<file path="src/rtl/fp_norm_pkg.sv">
// Shared parameters, width helpers, GRS bit positions and flag bundle for the FP normaliser.
// Latency: n/a (declarations only).
// Backpressure: n/a.
package fp_norm_pkg;

  localparam int MANT_W_DEF = 23;
  localparam int EXP_W_DEF  = 8;

  // Bit positions within the normalised mantissa (fraction LSB sits just above G).
  localparam int LSB_IDX = 3;
  localparam int G_IDX   = 2;
  localparam int R_IDX   = 1;
  localparam int S_IDX   = 0;

  localparam int EXP_MAX = (1 << EXP_W_DEF) - 1;

  function automatic int calc_w(input int mant_w);
    return mant_w + 5;
  endfunction

  function automatic int calc_sh_w(input int w);
    return $clog2(w) + 1;
  endfunction

  function automatic int calc_exp_max(input int exp_w);
    return (1 << exp_w) - 1;
  endfunction

  typedef struct packed {
    logic zero;
    logic of;
    logic uf;
    logic inexact;
  } fp_flags_t;

endpackage

</file>
<file path="src/rtl/fp_normalize_pipe_lzc.sv">
// Leading-zero counter over a W-bit vector; returns W when the vector is all zero.
// Latency: combinational.
// Backpressure: none.
// Ports: i_dat - vector to scan, o_cnt - number of zeros above the most significant one.
module fp_lzc #(
  parameter  int W     = 28,
  localparam int CNT_W = $clog2(W + 1)
) (
  input  logic [W-1:0]     i_dat,
  output logic [CNT_W-1:0] o_cnt
);

  // Scan upward so the highest set bit is the last one to assign.
  always_comb begin
    o_cnt = CNT_W'(W);
    for (int i = 0; i < W; i++) begin
      if (i_dat[i]) o_cnt = CNT_W'(W - 1 - i);
    end
  end

endmodule

</file>
<file path="src/rtl/fp_normalize_pipe.sv">
// Post-add normaliser: leading-one detect, shift, exponent adjust, RNE round, exception flags.
// Latency: 2 cycles, 1 beat/cycle throughput.
// Backpressure: in_ready follows stage occupancy and out_ready; outputs held while stalled.
// Ports: in_valid/in_ready/in_sign/in_exp/in_mant (carry|hidden|fraction|G,R,S) upstream;
//        out_valid/out_ready/out_sign/out_exp/out_frac/out_shift and zero/of/uf/inexact flags downstream.
module fp_normalize_pipe
  import fp_norm_pkg::*;
#(
  parameter  int MANT_W = MANT_W_DEF,
  parameter  int EXP_W  = EXP_W_DEF,
  localparam int W      = calc_w(MANT_W),
  localparam int SH_W   = calc_sh_w(calc_w(MANT_W))
) (
  input  logic              clk,
  input  logic              rst_n,
  input  logic              in_valid,
  output logic              in_ready,
  input  logic              in_sign,
  input  logic [EXP_W-1:0]  in_exp,
  input  logic [W-1:0]      in_mant,
  output logic              out_valid,
  input  logic              out_ready,
  output logic              out_sign,
  output logic [EXP_W-1:0]  out_exp,
  output logic [MANT_W-1:0] out_frac,
  output logic [SH_W-1:0]   out_shift,
  output logic              out_zero,
  output logic              out_of,
  output logic              out_uf,
  output logic              out_inexact
);

  localparam int CNT_W = $clog2(W + 1);
  localparam int XW    = EXP_W + 2;
  localparam logic [EXP_W:0] EXP_TOP = (EXP_W + 1)'(calc_exp_max(EXP_W));

  // ---------------- stage 1: leading-one detect ----------------
  logic [CNT_W-1:0] w_lzc;
  logic             w_in_zero;
  logic [SH_W-1:0]  w_in_shift;

  fp_lzc #(.W(W)) u_lzc (
    .i_dat (in_mant),
    .o_cnt (w_lzc)
  );

  // Hidden position is one below the carry, so shift = lzc-1 covers all three cases
  // (carry -> -1, hidden -> 0, lower -> left by k).
  assign w_in_zero  = ~|in_mant;
  assign w_in_shift = w_in_zero ? '0 : (SH_W'(w_lzc) - SH_W'(1));

  logic              r_s1_vld;
  logic              r_s1_sign;
  logic [EXP_W-1:0]  r_s1_exp;
  logic [W-1:0]      r_s1_mant;
  logic [SH_W-1:0]   r_s1_shift;
  logic              r_s1_zero;

  // ---------------- stage 2: shift, round, flags ----------------
  logic              w_s2_load;
  logic [W-3:0]      w_mant_n;   // fraction + G,R,S after normalising
  logic [XW-1:0]     w_shift_ext;
  logic [XW-1:0]     w_exp_sh;
  logic [XW-1:0]     w_exp_fin;
  logic              w_g, w_r, w_s, w_lsb, w_rnd_up, w_rnd_cy;
  logic [MANT_W-1:0] w_frac_rnd;
  logic              w_of, w_uf;
  logic              w_sign_n;
  logic [EXP_W-1:0]  w_exp_n;
  logic [MANT_W-1:0] w_frac_n;
  fp_flags_t         w_flags_n;

  always_comb begin
    // Right shift folds the dropped bit into sticky; left shift zero-fills.
    if (r_s1_shift[SH_W-1]) w_mant_n = {r_s1_mant[W-2:2], |r_s1_mant[1:0]};
    else                    w_mant_n = (W-2)'(r_s1_mant << r_s1_shift);

    // Exponent is carried two bits wider and signed so underflow/overflow never wrap.
    w_shift_ext = {{(XW-SH_W){r_s1_shift[SH_W-1]}}, r_s1_shift};
    w_exp_sh    = {2'b00, r_s1_exp} - w_shift_ext;

    w_g      = w_mant_n[G_IDX];
    w_r      = w_mant_n[R_IDX];
    w_s      = w_mant_n[S_IDX];
    w_lsb    = w_mant_n[LSB_IDX];
    w_rnd_up = w_g & (w_r | w_s | w_lsb);

    // Hidden bit is always 1 here, so a carry out of the fraction is a carry out of the hidden bit.
    {w_rnd_cy, w_frac_rnd} = {1'b0, w_mant_n[W-3:3]} + (MANT_W+1)'(w_rnd_up);
    w_exp_fin = w_exp_sh + XW'(w_rnd_cy);

    w_uf = w_exp_fin[XW-1] | (w_exp_fin == '0);
    w_of = ~w_exp_fin[XW-1] & (w_exp_fin[EXP_W:0] >= EXP_TOP);

    w_sign_n          = r_s1_sign;
    w_exp_n           = w_exp_fin[EXP_W-1:0];
    w_frac_n          = w_frac_rnd;
    w_flags_n         = '0;
    w_flags_n.inexact = w_g | w_r | w_s;

    if (r_s1_zero) begin
      w_sign_n  = 1'b0;
      w_exp_n   = '0;
      w_frac_n  = '0;
      w_flags_n = '0;
      w_flags_n.zero = 1'b1;
    end else if (w_of) begin
      w_exp_n           = '1;
      w_frac_n          = '0;
      w_flags_n.of      = 1'b1;
      w_flags_n.inexact = 1'b1;
    end else if (w_uf) begin
      w_exp_n           = '0;
      w_frac_n          = '0;
      w_flags_n.uf      = 1'b1;
      w_flags_n.inexact = 1'b1;
    end
  end

  // ---------------- handshake and registers ----------------
  logic              r_s2_vld;
  logic              r_s2_sign;
  logic [EXP_W-1:0]  r_s2_exp;
  logic [MANT_W-1:0] r_s2_frac;
  logic [SH_W-1:0]   r_s2_shift;
  fp_flags_t         r_s2_flags;

  assign w_s2_load = ~r_s2_vld | out_ready;
  assign in_ready  = ~r_s1_vld | w_s2_load;

  always_ff @(posedge clk or negedge rst_n) begin
    if (!rst_n) begin
      r_s1_vld   <= 1'b0;
      r_s1_sign  <= 1'b0;
      r_s1_exp   <= '0;
      r_s1_mant  <= '0;
      r_s1_shift <= '0;
      r_s1_zero  <= 1'b0;
      r_s2_vld   <= 1'b0;
      r_s2_sign  <= 1'b0;
      r_s2_exp   <= '0;
      r_s2_frac  <= '0;
      r_s2_shift <= '0;
      r_s2_flags <= '0;
    end else begin
      if (in_ready) begin
        r_s1_vld <= in_valid;
        if (in_valid) begin
          r_s1_sign  <= in_sign;
          r_s1_exp   <= in_exp;
          r_s1_mant  <= in_mant;
          r_s1_shift <= w_in_shift;
          r_s1_zero  <= w_in_zero;
        end
      end
      if (w_s2_load) begin
        r_s2_vld <= r_s1_vld;
        if (r_s1_vld) begin
          r_s2_sign  <= w_sign_n;
          r_s2_exp   <= w_exp_n;
          r_s2_frac  <= w_frac_n;
          r_s2_shift <= r_s1_shift;
          r_s2_flags <= w_flags_n;
        end
      end
    end
  end

  assign out_valid   = r_s2_vld;
  assign out_sign    = r_s2_sign;
  assign out_exp     = r_s2_exp;
  assign out_frac    = r_s2_frac;
  assign out_shift   = r_s2_shift;
  assign out_zero    = r_s2_flags.zero;
  assign out_of      = r_s2_flags.of;
  assign out_uf      = r_s2_flags.uf;
  assign out_inexact = r_s2_flags.inexact;

endmodule

</file>
<file path="config.mk">
export PLATFORM = sky130hd
export DESIGN_NAME = fp_normalize_pipe
export DESIGN_NICKNAME = d
export VERILOG_FILES = /design/src/rtl/fp_norm_pkg.sv /design/src/rtl/fp_normalize_pipe_lzc.sv /design/src/rtl/fp_normalize_pipe.sv
export SDC_FILE = /design/constraint.sdc
export NUM_CORES = 1
export LEC_CHECK = 0
export ABC_AREA = 1
export BUFFER_PORTS_ARGS = -buffer_cell sky130_fd_sc_hd__buf_2
export CAP_MARGIN = 5
export CORE_ASPECT_RATIO = 1.2
export CORE_UTILIZATION = 35
export DETAILED_ROUTE_END_ITERATION = 16
export GPL_TIMING_DRIVEN = 0
export PLACE_DENSITY = 0.56
export SLEW_MARGIN = 30
export SYNTH_ARGS = -nofsm -noshare
export SYNTH_HDL_FRONTEND = slang
export SYNTH_SLANG_ARGS = --single-unit
</file>
<file path="constraint.sdc">
create_clock -name clk -period 9.4 [get_ports clk]
set_input_delay 0.94 -clock clk [delete_from_list [all_inputs] [get_ports clk]]
set_output_delay 0.94 -clock clk [all_outputs]
set_load 0.02 [all_outputs]
</file>
# Word level (Yosys, flattened, before mapping)

Cells that the tools add are included.

Output and inout port bits: 44
Register bits after elaboration: 88
Input bits: 41

$add $sub $neg: 4
Magnitude comparators: 1
Bitwise operators: 12
Mux-type cells: 43
Shift operators: 1
Reductions and logical operators: 6

Operator list:

| cell                                                                                 | count |
|---|---|
| 5-bit 2-to-1 mux                                                                     | 16 |
| 23-bit 2-to-1 mux                                                                    | 3 |
| 4-bit 2-to-1 mux                                                                     | 8 |
| 28-bit OR reduction                                                                  | 1 |
| 28-bit by 6-bit left shift with 26-bit output                                        | 1 |
| 26-bit 2-to-1 mux                                                                    | 1 |
| 23-bit by 1-bit adder with 24-bit output                                             | 1 |
| 8-bit 2-to-1 mux                                                                     | 3 |
| 3-bit 2-to-1 mux                                                                     | 5 |
| 10-bit by 1-bit adder with 10-bit output                                             | 1 |
| 10-bit zero test                                                                     | 1 |
| 9-bit by 6-bit subtractor with 10-bit output                                         | 1 |
| 9-bit by 8-bit greater-or-equal comparator with 1-bit output (second input constant) | 1 |
| 1-bit OR                                                                             | 7 |
| 6-bit 2-to-1 mux                                                                     | 1 |
| 5-bit by 1-bit subtractor with 6-bit output (second input constant)                  | 1 |
| 1-bit 2-to-1 mux                                                                     | 5 |
| 2-bit AND reduction                                                                  | 2 |
| 1-bit inverter                                                                       | 3 |
| 1-bit AND                                                                            | 2 |
| 2-bit 2-to-1 mux                                                                     | 1 |
| 2-bit OR reduction                                                                   | 1 |
| 1-bit zero test                                                                      | 1 |

# Logic depth before layout (Yosys ltp)

Depth after elaboration: 30
Depth in mapped cells: 41

# Hierarchy

Synthesis repeated with hierarchy kept, for this count alone.

Cell total of the unflattened synthesis: 977
Area, all modules: 6,643.9 µm²

Modules (own cells, without submodules):

| module            | area an instance (µm²) | times used | cells an instance |
|---|---|---|---|
| fp_normalize_pipe | 6,244.7                | 1          | 893 |
| fp_lzc            | 399.1                  | 1          | 84 |

# Worst setup path after synthesis

OpenSTA, ideal clock, no wires.

Kind: flip-flop to flip-flop
From: register r_s1_shift[5]
To: register r_s2_frac[9] (netlist: out_frac[9])
Library setup time: 0.122 ns
Path buffers: 4
Arrival: 5.559 ns
Data required time: 9.278 ns
Stages on the path, launching flop included: 38
Setup slack: 3.720 ns
Path through: dfrtp_1 -> buf_2 -> clkinv_1 -> clkbuf_1 -> buf_2 -> nor4_1 -> nor3_1 -> o21a_1 -> ha_1 -> nand2_1 -> nor2_1 -> nand3_1 -> inv_2 -> nand3_1 -> nor3_1 -> nand3_1 -> nor2_1 -> nand3_1 -> (+2 left out) -> ha_1 -> inv_1 -> ha_1 -> fa_1 -> a21oi_1 -> o21bai_1 -> a21oi_1 -> o21ai_1 -> a21o_1 -> a21oi_1 -> xor2_1 -> nand2_1 -> nor2_1 -> nor2_2 -> nand2_2 -> a21oi_2 -> buf_2 -> a32o_1

Cells in the longest elaborated chain, start to end: 12

Ends and longest elaborated chain:

| item                                                                              | RTL line                 | source |
|---|---|---|
| from (decl)                                                                       | fp_normalize_pipe.sv:56  | `logic [SH_W-1:0] r_s1_shift;` |
| from (signal assigned)                                                            | fp_normalize_pipe.sv:152 | `r_s1_shift <= w_in_shift;` |
| branches (longest 10 deep; another with 23-bit by 1-bit adder with 24-bit output) | --                       |  |
| 23-bit 2-to-1 mux *                                                               | fp_normalize_pipe.sv:107 | `end else if (w_of) begin` |
| 23-bit 2-to-1 mux *                                                               | fp_normalize_pipe.sv:101 | `if (r_s1_zero) begin` |
| to (signal assigned)                                                              | fp_normalize_pipe.sv:161 | `r_s2_frac <= w_frac_n;` |
| to (decl)                                                                         | fp_normalize_pipe.sv:124 | `logic [MANT_W-1:0] r_s2_frac;` |

Mark *: on every way between the ends.
A chain may end at the register's enable or synchronous reset.

# Worst setup path after layout

From: register r_s1_shift[5]
To: register r_s2_frac[17] (netlist: out_frac[17])

Same word-level chain as after synthesis.

==> results.json <==
{
  "status": "finished, final reports clean",
  "cts_hold_buf": 0,
  "cts_made_buffers": 9,
  "synth_cell_types": 48,
  "clkSinkCount": 87,
  "async_reset_ff_frac": 1.00,
  "r2r-start": "r_s1_shift[5]",
  "yosys_register_bits": 87,
  "netlist_area_um2": 6080,
  "r2r_end": "out_frac[17]",
  "syn-num-nets": 909,
  "path_common_cell": "nand3_1",
  "area_delta_synth_final_pct": 17.4,
  "relSlewSlack": 0.603,
  "htreeDepth": 3,
  "die_h_um": 146,
  "row_count": 52,
  "clock_path_buffers": 2,
  "yosysTopAreaCell": "dfrtp_1",
  "synth_seq_area_share": 0.358,
  "grt_setup_unrepaired": "no",
  "drv_cap": 0,
  "synth_edf_count": 0,
  "finalHoldViolations": 0,
  "hpwl_um": 14000,
  "vias_per_cell": 4.95,
  "cp.required_ns": 9.68,
  "wl_per_cell_um": 14.6,
  "hold_ws_ns": 0.475,
  "dr.pass1.iters": 4,
  "synth_cells": 847,
  "tns_ns": 0,
  "synth_warnings": 0,
  "place_congestion": 0.936,
  "core_area_um2": 16900,
  "cp-endpoint": "out_frac[17]",
  "cts_setup_buffers": 0,
  "final_cells": 1164,
  "antenna_cells": 0,
  "p_per_area_nw_per_um2": 233,
  "post_cts_resized": 0,
  "root_buffer": "clkbuf_16",
  "syn_area_per_cell_um2": 7.18,
  "r2r_setup_slack_ns": 2.37,
  "slowest_delay_ns": 0.40,
  "crit_fanout": 13,
  "ir_drop_v": 0.000101,
  "drive_above_1_share": 0.169,
  "leakage_nw": 3.57,
  "hold_class": "primary input to asynchronous set/reset pin",
  "wirelength_um": 17000,
  "crit_type": "flop to flop",
  "dp.cells": 1148,
  "pin_count": 85,
  "startpoint": "r_s1_shift[5]",
  "clock-skew-final_ns": 0.0113,
  "critPathCaptureType": "flop",
  "antenna_found_initial": 0,
  "die_x_um": 122,
  "cp_slowest_cell": "fa_1",
  "fmax_ghz": 0.142,
  "grt_max_degree": 52,
  "die_area_um2": 17900,
  "clk_pin_slew_worst_paths_ns": 0.06,
  "grt_overflow": 0,
  "synth_ff_type": "dfrtp_1",
  "port_buffers": 84,
  "tightest_slew_ns": 0.596,
  "setup_viol": 0,
  "drtAntennaViolNets": 0,
  "fin_nets": 1005,
  "worst-endpoint-arrival_ns": 7.31,
  "period_share": 0.748,
  "synthTopCellsByArea": "dfrtp_1 36%, nand2_1 16%, o21ai_0 6.8%, inv_1 6.1%, ha_1 4.1%",
  "critPathLaunchType": "flop",
  "rr_worst_depth": 38,
  "drtIter0Drc": 378,
  "utilization": 0.422,
  "period_minus_slack_ns": 7.03,
  "vias": 5764,
  "clkLatencyLatePin_ns": 0.36,
  "drc_errors": 0,
  "grt_pass1_vias": 5482,
  "grt_usage": 0.202,
  "slew_violations": 0,
  "floorplan.initialDensity": 0.359,
  "grt_first_pass_wirelength_um": 27900,
  "cts_tree": "built",
  "synth_top_area_frac": 0.358
}
==> critical path, delay by kind of cell, from the launching register on <==
family	cells	cell delay [ns]
flops	1	0.35
xor+xnor	1	0.10
buf+inv	7	1.56
simple gates	17	2.42
fa+ha+maj	4	1.10
compound gates	9	1.38
==> metrics by stage <==
stage / setup slack [ns] / area, µm² / power, W
CTS: 2.31 / 7140 / 0.00167
global route: 1.64 / 7140 / 0.00179
floorplan: 3.72 / 6080 / 0.00105
global placement: 2.29 / 6770 / 0.00127
detailed placement: 2.34 / 6800 / 0.00127
finish: 2.37 / 7140 / 0.00166
==> flip-flops by register name (all words and copies together), names as in the netlist <==
signal       cells
r_s1_mant       27
out_frac        23
out_exp          8
r_s1_exp         8
out_shift        6
r_s1_shift       6
out_inexact      1
out_of           1
out_sign         1
out_uf           1
out_valid        1
out_zero         1
r_s1_sign        1
r_s1_vld         1
r_s1_zero        1
==> cells by family after synthesis <==
logic type,synth area share
flip-flops,0.358
adder cells (fa/ha/maj),0.0445
buffers and inverters,0.0963
AO/OA/AOI/OAI,0.198
AND/OR/NAND/NOR,0.255
multiplexers,0.0214
XOR/XNOR,0.0274
==> cell type report <==
class / instances / area, µm²
Buffer: 38 / 191
Timing Repair Buffer: 85 / 454
Fill cell: 1848 / 9780
Inverter: 105 / 394
Clock inverter: 5 / 80.1
Multi-Input combinational cell: 617 / 3320
Tap cell: 216 / 270
Clock buffer: 11 / 253
Sequential cell: 87 / 2180
==> power by group <==
part,internal [W],switching [W]
Combinational,0.000251,0.000501
Clock,0.000247,0.000151
Sequential,0.000459,0.0000559
Total,0.000956,0.000708
==> placed cells by master, fill, tap and decap left out, types with 7 or more instances in the layout <==
cell type and n:
a21oi_1 13, buf_2 95, clkbuf_1 19, clkbuf_16 9
dfrtp_1 87, ha_1 20, inv_1 98, mux2i_1 13
nand2_1 253, nand3_1 32, nor2_1 43, o211ai_1 16
o21ai_0 83, o21ai_1 34, o21ai_2 12, o22ai_1 10
xnor2_1 7, xor2_1 12
==> how the worst min path moves through the flow <==
stage | start | end | depth (start not counted)
2_1_floorplan | r_s1_mant[26] | r_s1_mant[26] | 2
3_3_place_gp | out_sign | out_sign | 2
3_5_place_dp | out_of | out_of | 2
4_1_cts | out_of | out_of | 2
5_1_grt | out_of | out_of | 2
6_report | rst_n | out_frac[16] | 1
==> synthesized netlist by cell type (4+ instances only) <==
library cell and n:
buf_2 12, xor2_1 12, inv_2 5, o21bai_1 4, nand2_1 253, nor2_1 43
ha_1 20, mux2i_1 13, inv_1 98, xnor2_1 7, nand2_2 4, a31oi_1 5
nor4_1 6, dfrtp_1 87, o22ai_2 4, nor3_1 6, a32o_1 6, nand3_1 32
o21ai_1 34, nand4_1 6, o21ai_0 83, o21ai_2 12, o22ai_1 10, clkbuf_1 19
o211ai_1 16, a21oi_1 13
==> metal layers <==
metal	part of all wire	track usage	vias to the layer above	routed length [µm]
met5	0	0	-	0
met3	0.032	0.0203	26	549
met4	0.028	0.0866	0	482
li1	-	-	2977	-
met2	0.47	0.328	125	8000
met1	0.47	0.269	2636	8000
Note: power is estimated with default switching activity, not from simulation.
